## src/rtl/cla_serial_sum_if.sv

```systemverilog
// Nibble-beat handshake bundle for cla_serial_sum: propagate/generate input
// beats on one side, assembled sum/carry/overflow result on the other.
interface cla_serial_sum_if #(
  parameter int NIBBLES = 4
);
  localparam int WIDTH = 4 * NIBBLES;

  logic             in_valid;
  logic             in_ready;
  logic             in_first;
  logic             in_last;
  logic             cin;
  logic [3:0]       p;
  logic [3:0]       g;
  logic             out_valid;
  logic             out_ready;
  logic [WIDTH-1:0] sum;
  logic             cout;
  logic             ovf;
  logic             err;

  modport master (
    output in_valid, in_first, in_last, cin, p, g, out_ready,
    input  in_ready, out_valid, sum, cout, ovf, err
  );

  modport slave (
    input  in_valid, in_first, in_last, cin, p, g, out_ready,
    output in_ready, out_valid, sum, cout, ovf, err
  );
endinterface

```

## src/rtl/cla_serial_sum.sv

```systemverilog
// Nibble-serial carry-lookahead sum stage: one p/g nibble per beat, LS nibble
// first, carry held between beats, result presented through a valid/ready output.
module cla_serial_sum #(
  parameter int NIBBLES = 4
) (
  input logic             clk,
  input logic             rst,
  cla_serial_sum_if.slave bus
);
  localparam int WIDTH = 4 * NIBBLES;
  localparam int KW    = $clog2(NIBBLES + 1);

  typedef enum logic {IDLE, ACCUM} state_e;

  state_e           state_q;
  logic [KW-1:0]    k_q;
  logic             c_q;
  logic [WIDTH-1:0] psum_q;
  logic [WIDTH-1:0] sum_q;
  logic             out_valid_q;
  logic             cout_q;
  logic             ovf_q;
  logic             err_q;

  logic             accept;
  logic             nib_ok;
  logic [3:0]       p;
  logic [3:0]       g;
  logic [4:0]       c;
  logic [3:0]       s;
  logic [KW-1:0]    k_sel;
  logic [WIDTH-1:0] psum_d;

  assign p            = bus.p;
  assign g            = bus.g;
  assign bus.in_ready = !out_valid_q || bus.out_ready;
  assign accept       = bus.in_valid && bus.in_ready;
  // A first beat is always legal; otherwise we must be mid-operation with room left.
  assign nib_ok       = bus.in_first || (state_q == ACCUM && k_q != KW'(NIBBLES));

  always_comb begin
    c[0] = bus.in_first ? bus.cin : c_q;
    c[1] = g[0] | (p[0] & c[0]);
    c[2] = g[1] | (p[1] & g[0]) | (p[1] & p[0] & c[0]);
    c[3] = g[2] | (p[2] & g[1]) | (p[2] & p[1] & g[0]) | (p[2] & p[1] & p[0] & c[0]);
    c[4] = g[3] | (p[3] & c[3]);
    s    = p ^ c[3:0];

    k_sel  = bus.in_first ? '0 : k_q;
    psum_d = bus.in_first ? '0 : psum_q;
    for (int i = 0; i < NIBBLES; i++) begin
      if (k_sel == KW'(i)) psum_d[4*i +: 4] = s;
    end
  end

  always_ff @(posedge clk) begin
    if (rst) begin
      state_q     <= IDLE;
      k_q         <= '0;
      c_q         <= 1'b0;
      psum_q      <= '0;
      sum_q       <= '0;
      out_valid_q <= 1'b0;
      cout_q      <= 1'b0;
      ovf_q       <= 1'b0;
      err_q       <= 1'b0;
    end else begin
      err_q <= 1'b0;
      if (bus.out_ready) out_valid_q <= 1'b0;
      if (accept) begin
        if (nib_ok) begin
          psum_q <= psum_d;
          c_q    <= c[4];
          if (bus.in_last) begin
            state_q     <= IDLE;
            k_q         <= '0;
            sum_q       <= psum_d;
            cout_q      <= c[4];
            ovf_q       <= c[3] ^ c[4];
            out_valid_q <= 1'b1;
          end else begin
            state_q <= ACCUM;
            k_q     <= k_sel + KW'(1);
          end
        end else begin
          err_q <= 1'b1;
          if (state_q == ACCUM) begin
            state_q <= IDLE;
            k_q     <= '0;
          end
        end
      end
    end
  end

  assign bus.out_valid = out_valid_q;
  assign bus.sum       = sum_q;
  assign bus.cout      = cout_q;
  assign bus.ovf       = ovf_q;
  assign bus.err       = err_q;
endmodule

```

## src/flat_wrapper.sv

```systemverilog
// flat-port wrapper written by rule: the top's interface ports become plain ports
module cla_serial_sum_flat 
#(
  parameter int NIBBLES = 4
)
  (clk, rst, bus_in_valid, bus_in_first, bus_in_last, bus_cin, bus_p, bus_g, bus_out_ready, bus_in_ready, bus_out_valid, bus_sum, bus_cout, bus_ovf, bus_err);
  cla_serial_sum_if #(.NIBBLES(NIBBLES)) bus_i ();
  input logic clk;
  input logic rst;
  input wire logic [$bits(bus_i.in_valid)-1:0] bus_in_valid;
  input wire logic [$bits(bus_i.in_first)-1:0] bus_in_first;
  input wire logic [$bits(bus_i.in_last)-1:0] bus_in_last;
  input wire logic [$bits(bus_i.cin)-1:0] bus_cin;
  input wire logic [$bits(bus_i.p)-1:0] bus_p;
  input wire logic [$bits(bus_i.g)-1:0] bus_g;
  input wire logic [$bits(bus_i.out_ready)-1:0] bus_out_ready;
  output wire logic [$bits(bus_i.in_ready)-1:0] bus_in_ready;
  output wire logic [$bits(bus_i.out_valid)-1:0] bus_out_valid;
  output wire logic [$bits(bus_i.sum)-1:0] bus_sum;
  output wire logic [$bits(bus_i.cout)-1:0] bus_cout;
  output wire logic [$bits(bus_i.ovf)-1:0] bus_ovf;
  output wire logic [$bits(bus_i.err)-1:0] bus_err;
  assign bus_i.in_valid = bus_in_valid;
  assign bus_i.in_first = bus_in_first;
  assign bus_i.in_last = bus_in_last;
  assign bus_i.cin = bus_cin;
  assign bus_i.p = bus_p;
  assign bus_i.g = bus_g;
  assign bus_i.out_ready = bus_out_ready;
  assign bus_in_ready = bus_i.in_ready;
  assign bus_out_valid = bus_i.out_valid;
  assign bus_sum = bus_i.sum;
  assign bus_cout = bus_i.cout;
  assign bus_ovf = bus_i.ovf;
  assign bus_err = bus_i.err;
  cla_serial_sum #(.NIBBLES(NIBBLES)) u_core (.clk(clk), .rst(rst), .bus(bus_i));
endmodule
```

## config.mk

```make
export PLATFORM = sky130hd
export DESIGN_NAME = cla_serial_sum_flat
export DESIGN_NICKNAME = d
export VERILOG_FILES = /design/src/rtl/cla_serial_sum_if.sv /design/src/rtl/cla_serial_sum.sv /design/src/flat_wrapper.sv
export SDC_FILE = /design/constraint.sdc
export NUM_CORES = 1
export LEC_CHECK = 0
export CORE_UTILIZATION = 40
export DETAILED_ROUTE_END_ITERATION = 10
export PLACE_DENSITY = 0.76
export SYNTH_ARGS = -nofsm -noshare
export SYNTH_HDL_FRONTEND = slang
export SYNTH_SLANG_ARGS = --single-unit
```

## constraint.sdc

```tcl
create_clock -name clk -period 2.15 [get_ports clk]
set_clock_uncertainty 0.2 [all_clocks]
set_input_delay 0.43 -clock clk [delete_from_list [all_inputs] [get_ports clk]]
set_output_delay 0.43 -clock clk [all_outputs]
set_load 0.02 [all_outputs]
```

==> impl_metrics.json, run 1 <==
{
  "power_leakage_uw": 0.001043,
  "postRouteAntennaNets": 0,
  "fin_ws_ns": 0.04062,
  "cts_max_path_buffers": 2,
  "fin_nets": 301,
  "mostFrequentLayoutCell": "dfxtp_1",
  "irDropWorstVdd_v": 0.0003406,
  "nFillCells": 381,
  "grt_pass1_wl_um": 8438,
  "io_buffers": 35,
  "drive_above_1_share_pct": 29.39,
  "row_count": 24,
  "dpl_cell_area_sq_um": 2564,
  "cts_tree": "yes",
  "wl_per_cell_um": 15.71,
  "hold_viol": 0,
  "endpoint_kind": "register",
  "fin_area_sq_um": 2853,
  "finalWirelength_um": 5201,
  "yosys.cell_types.count": 40,
  "track_usage_pct": 20.84,
  "worstPathArrival_ns": 2.12,
  "register_area_sq_um": 820.8,
  "cts_buffers": 5,
  "avgViaCountPerCell": 5.698,
  "clk_pin_slew_worst_paths_ns": 0.07,
  "clk_latency_ns": 0.30,
  "yosysTopAreaCell": "dfxtp_1",
  "required_ns": 2.16,
  "outcome": "complete, no violations",
  "antennaDiodeCount": 0,
  "relSlewSlack_pct": 71.50,
  "cts-root-buf": "clkbuf_8",
  "syn2layout_area_growth_pct": 46.81,
  "core_sq_um": 4504,
  "htreeDepth": 2,
  "final_cell_mix": "dfxtp_1 (41), buf_4 (37), clkdlybuf4s50_1 (31)",
  "die_area_sq_um": 5140,
  "gp_congestion": 0.8333,
  "period_needed_ns": 2.109,
  "drc": 0,
  "drtIter0Drc": 112,
  "synthTopCellsByArea": "dfxtp_1 (42%), a211oi_1 (8.5%), a21oi_1 (7.0%), ha_1 (4.5%), a211oi_2 (3.9%)",
  "dr_total_vias": 1886,
  "grt_max_degree": 34,
  "syn_avg_cell_area_sq_um": 9.123,
  "synth_top_area_share_pct": 42.24,
  "synth_edf_count": 0,
  "synth_cells": 213,
  "io_pins": 36,
  "die_w_um": 71.70,
  "finalCritPeriodShare_pct": 98.11,
  "multi_input_area_sq_um": 1165,
  "hold_ws_ns": 0.2833,
  "grt_pass1_vias": 1768,
  "p_per_area_nw_per_um2": 624.0,
  "hp-class": "register to register",
  "r2r_slack_ns": 0.18,
  "place_ws_ns": -0.6641,
  "hpwl_um": 3472,
  "ys.flop_type": "dfxtp_1",
  "fmax_mhz": 474.1,
  "drv_cap": 0,
  "ys_ff_latch": 41,
  "synth_area_sq_um": 1943,
  "syn-num-nets": 235,
  "path_max_fanout": 4,
  "cts.sinks": 41,
  "critPathKind": "input pin to register",
  "critPathLaunchType": "input pin",
  "yosys_warnings": 0,
  "setup_violations": 0,
  "overflow": 0,
  "ys_seq_area_share_pct": 42.24,
  "async_reset_ff_share_pct": 0,
  "maxSlewViolCount": 0,
  "die_y_um": 71.70,
  "antenna_found_initial": 0,
  "start_util_pct": 43.14,
  "dr.pass1.iters": 4,
  "worst_slew_pin_slew_ns": 0.4271
}
[power breakdown]
part / switching [uW] / internal [uW] / total (uW)
Sequential: 20.8 / 797 / 818
Combinational: 183 / 176 / 359
Clock: 265 / 338 / 603
[layout make-up]
type | count | share of cell area [%]
multi-input cells | 150 | 40.83
flip-flops and latches | 41 | 28.77
repair buffers | 75 | 23.68
clock buffers | 5 | 2.412
well taps | 52 | 2.281
clock inverters | 2 | 1.228
inverters | 6 | 0.7895
[final timing paths]
check / from / to / depth (start not counted)
setup reg to reg: u_core.k_q[2] / u_core.psum_q[2] / 5
setup / recovery: bus_p[0] / u_core.psum_q[3] / 7
hold reg to reg: u_core.bus.sum[2] / u_core.bus.sum[2] / 2
hold / removal: u_core.bus.sum[2] / u_core.bus.sum[2] / 2
[registers in the layout, summed over array words and instances (netlist names)]
name and flops:
u_core.bus.cout 1, u_core.bus.err 1, u_core.bus.out_valid 1, u_core.bus.ovf 1, u_core.bus.sum 16, u_core.c_q 1
u_core.k_q 3, u_core.psum_q 16, u_core.state_q 1
[cell families (layout without fill, tap and decap cells)]
group           after synthesis  after routing  synth area share (%)
flops                        41             41                 42.24
fa+ha+maj                     7              7                 4.507
simple gates                 51             51                 14.04
xor+xnor                      1              1                0.4508
compound gates               90             90                 32.71
buf+inv                      22             88                 5.473
mux                           1              1                0.5795
[layer usage]
layer  part of all wire (%)  track usage [%]
met3                    4.3            4.501
met5                      0                0
met4                   0.92            5.229
met1                     45            28.18
met2                     49            33.86
[Yosys cell counts (2+ instances only)]
master and number:
clkbuf_1 12, nand2_1 10, o22ai_1 7, and3_1 4, nand2b_1 8, a211oi_1 22, dfxtp_1 41, nor3_1 2
o21ai_0 5, buf_6 3, a41oi_1 3, a211oi_2 6, a31oi_1 2, nor2_1 16, a21oi_1 27, a22oi_1 4
a32oi_1 6, ha_1 7, inv_1 6, or4_1 2
[worst max-delay path: stages]
cell and delay [ns]:
clkdlybuf4s50_1 0.49, and3_4 0.21, a221oi_4 0.25, inv_2 0.07
ha_4 0.30, a32oi_1 0.12, a211oi_1 0.24
[repair_timing]
action | CTS | global route
hold buffers | 0 | 0
buffers inserted | 4 | 0
pin swaps | 2 | 13
endpoints found under the setup margin | 39 | 22
gates resized for setup | 15 | 20
[through the flow]
step	util [%]	cells	setup TNS [ns]	power, uW
floorplan	-	213	0	1005
global placement	56.92	320	-18.87	1139
detailed placement	56.92	320	-20.46	1143
CTS	61.39	331	0	1763
global route	63.33	331	-0.0007534	1853
finish	63.33	331	0	1780
Note: power is estimated with default switching activity, not from simulation.
==> inputs of run 2 (changes only) <==
--- a/config.mk
+++ b/config.mk
@@ -7,5 +7,8 @@
 export LEC_CHECK = 0
-export CORE_UTILIZATION = 40
+export CELL_PAD_IN_SITES_DETAIL_PLACEMENT = 1
+export CELL_PAD_IN_SITES_GLOBAL_PLACEMENT = 1
+export CORE_UTILIZATION = 35
 export DETAILED_ROUTE_END_ITERATION = 10
-export PLACE_DENSITY = 0.76
+export PLACE_DENSITY = 0.85
+export RECOVER_POWER = 25
 export SYNTH_ARGS = -nofsm -noshare
--- a/constraint.sdc
+++ b/constraint.sdc
@@ -4,2 +4,2 @@
 set_output_delay 0.43 -clock clk [all_outputs]
-set_load 0.02 [all_outputs]
+set_load 0.005 [all_outputs]
==> impl_metrics.json, run 2 (synthesis results as in run 1) <==
{
  "clk_pin_slew_worst_paths_ns": 0.09,
  "critPathKind": "input pin to register",
  "io_buffers": 35,
  "fmax_mhz": 478.2,
  "fin_area_sq_um": 2913,
  "drv_cap": 0,
  "finalWirelength_um": 6737,
  "dr.pass1.iters": 4,
  "cts_buffers": 5,
  "wl_per_cell_um": 19.41,
  "hp-class": "register to register",
  "drc": 0,
  "setup_violations": 0,
  "worstReg2RegStart": "u_core.c_q",
  "row_count": 26,
  "antenna_found_initial": 0,
  "die_area_sq_um": 5854,
  "syn2layout_area_growth_pct": 49.90,
  "clk_latency_ns": 0.30,
  "path_max_fanout": 4,
  "cts.sinks": 41,
  "final_cell_mix": "dfxtp_1 (41), buf_4 (33), a21oi_1 (23)",
  "relSlewSlack_pct": 65.48,
  "outcome": "complete, no violations",
  "avgViaCountPerCell": 5.755,
  "dr_total_vias": 1997,
  "gp_congestion": 0.7951,
  "antennaDiodeCount": 0,
  "drtIter0Drc": 95,
  "fin_nets": 298,
  "mostFrequentLayoutCell": "dfxtp_1",
  "grt_pass1_wl_um": 10640,
  "power_leakage_uw": 0.001098,
  "overflow": 0,
  "irDropWorstVdd_v": 0.0004251,
  "grt_pass1_vias": 2026,
  "dpl_cell_area_sq_um": 2576,
  "drive_above_1_share_pct": 32.85,
  "worstPathArrival_ns": 2.11,
  "endpoint_kind": "register",
  "fin_util_pct": 55.61,
  "cts-root-buf": "clkbuf_8",
  "layout.cells.non_filler": 347,
  "critPathLaunchType": "input pin",
  "dpl.cell_count": 335,
  "die_y_um": 76.51,
  "cts_max_path_buffers": 2,
  "track_usage_pct": 23.22,
  "required_ns": 2.17,
  "hpwl_um": 4200,
  "core_sq_um": 5238,
  "start_util_pct": 37.10,
  "hold_viol": 0,
  "p_per_area_nw_per_um2": 593.8,
  "grt_max_degree": 31,
  "postRouteAntennaNets": 0,
  "worstHoldStart": "u_core.bus.sum[10]",
  "io_pins": 36,
  "cts_tree": "yes",
  "die_w_um": 76.51,
  "htreeDepth": 2,
  "worst_slew_pin_slew_ns": 0.5173,
  "crit_start": "bus_p[2]",
  "finalPower_uw": 1730,
  "maxSlewViolCount": 0,
  "period_needed_ns": 2.091,
  "finalCritPeriodShare_pct": 97.26
}
-- run 2: through the flow --
step                TNS (ns)  setup slack, ns  hold slack [ns]
floorplan                  0          0.02152           0.2482
finish                     0          0.05894           0.2822
detailed placement    -22.45          -0.7352           0.2738
global placement      -19.31          -0.6091           0.2727
CTS                        0         0.002081           0.2879
global route        -0.03945         -0.03945           0.3183
-- run 2: path summary, 6_finish.rpt --
check,end,slack (ns),cells after the start
setup / recovery,u_core.psum_q[11],0.06,7
hold reg to reg,u_core.bus.sum[10],0.28,2
hold / removal,u_core.bus.sum[10],0.28,2
setup reg to reg,u_core.psum_q[5],0.08,7
-- run 2: final cells by class --
type / instances / area (sq um)
Timing Repair Buffer: 72 / 659.4
Multi-Input combinational cell: 150 / 1226
Inverter: 6 / 22.52
Clock inverter: 2 / 13.76
Clock buffer: 6 / 82.58
Sequential cell: 41 / 820.8
Tap cell: 70 / 87.58
Fill cell: 609 / 2325
-- run 2: timing repair --
action	in CTS	in global routing
endpoints found under the hold margin	0	0
gates resized for setup	26	25
setup buffers	3	1
pin swaps	10	13
setup endpoints to repair	39	30
hold buffers	0	0
-- run 2: routing by layer --
layer / track usage [%] / up-vias / part of all wire, % / wire length [um]
li1: - / 930 / - / -
met1: 28.73 / 999 / 42 / 2807
met2: 40.63 / 52 / 53 / 3592
met3: 3.952 / 16 / 2.8 / 191
met4: 7.500 / 0 / 2.2 / 145
met5: 0 / - / 0 / 0
-- run 2: worst max-delay path, cell delays in order --
cell and delay [ns]:
clkdlybuf4s50_1 0.43, and3_4 0.20, a221oi_4 0.27, inv_2 0.08, ha_4 0.34, a32oi_2 0.14, a211oi_1 0.22
-- run 2: power breakdown --
part           switching, uW  leakage [uW]  internal (uW)
Clock                    291     0.0000512            261
Sequential              26.1      0.000335            797
Combinational            179      0.000712            175
Total                    496       0.00110           1230
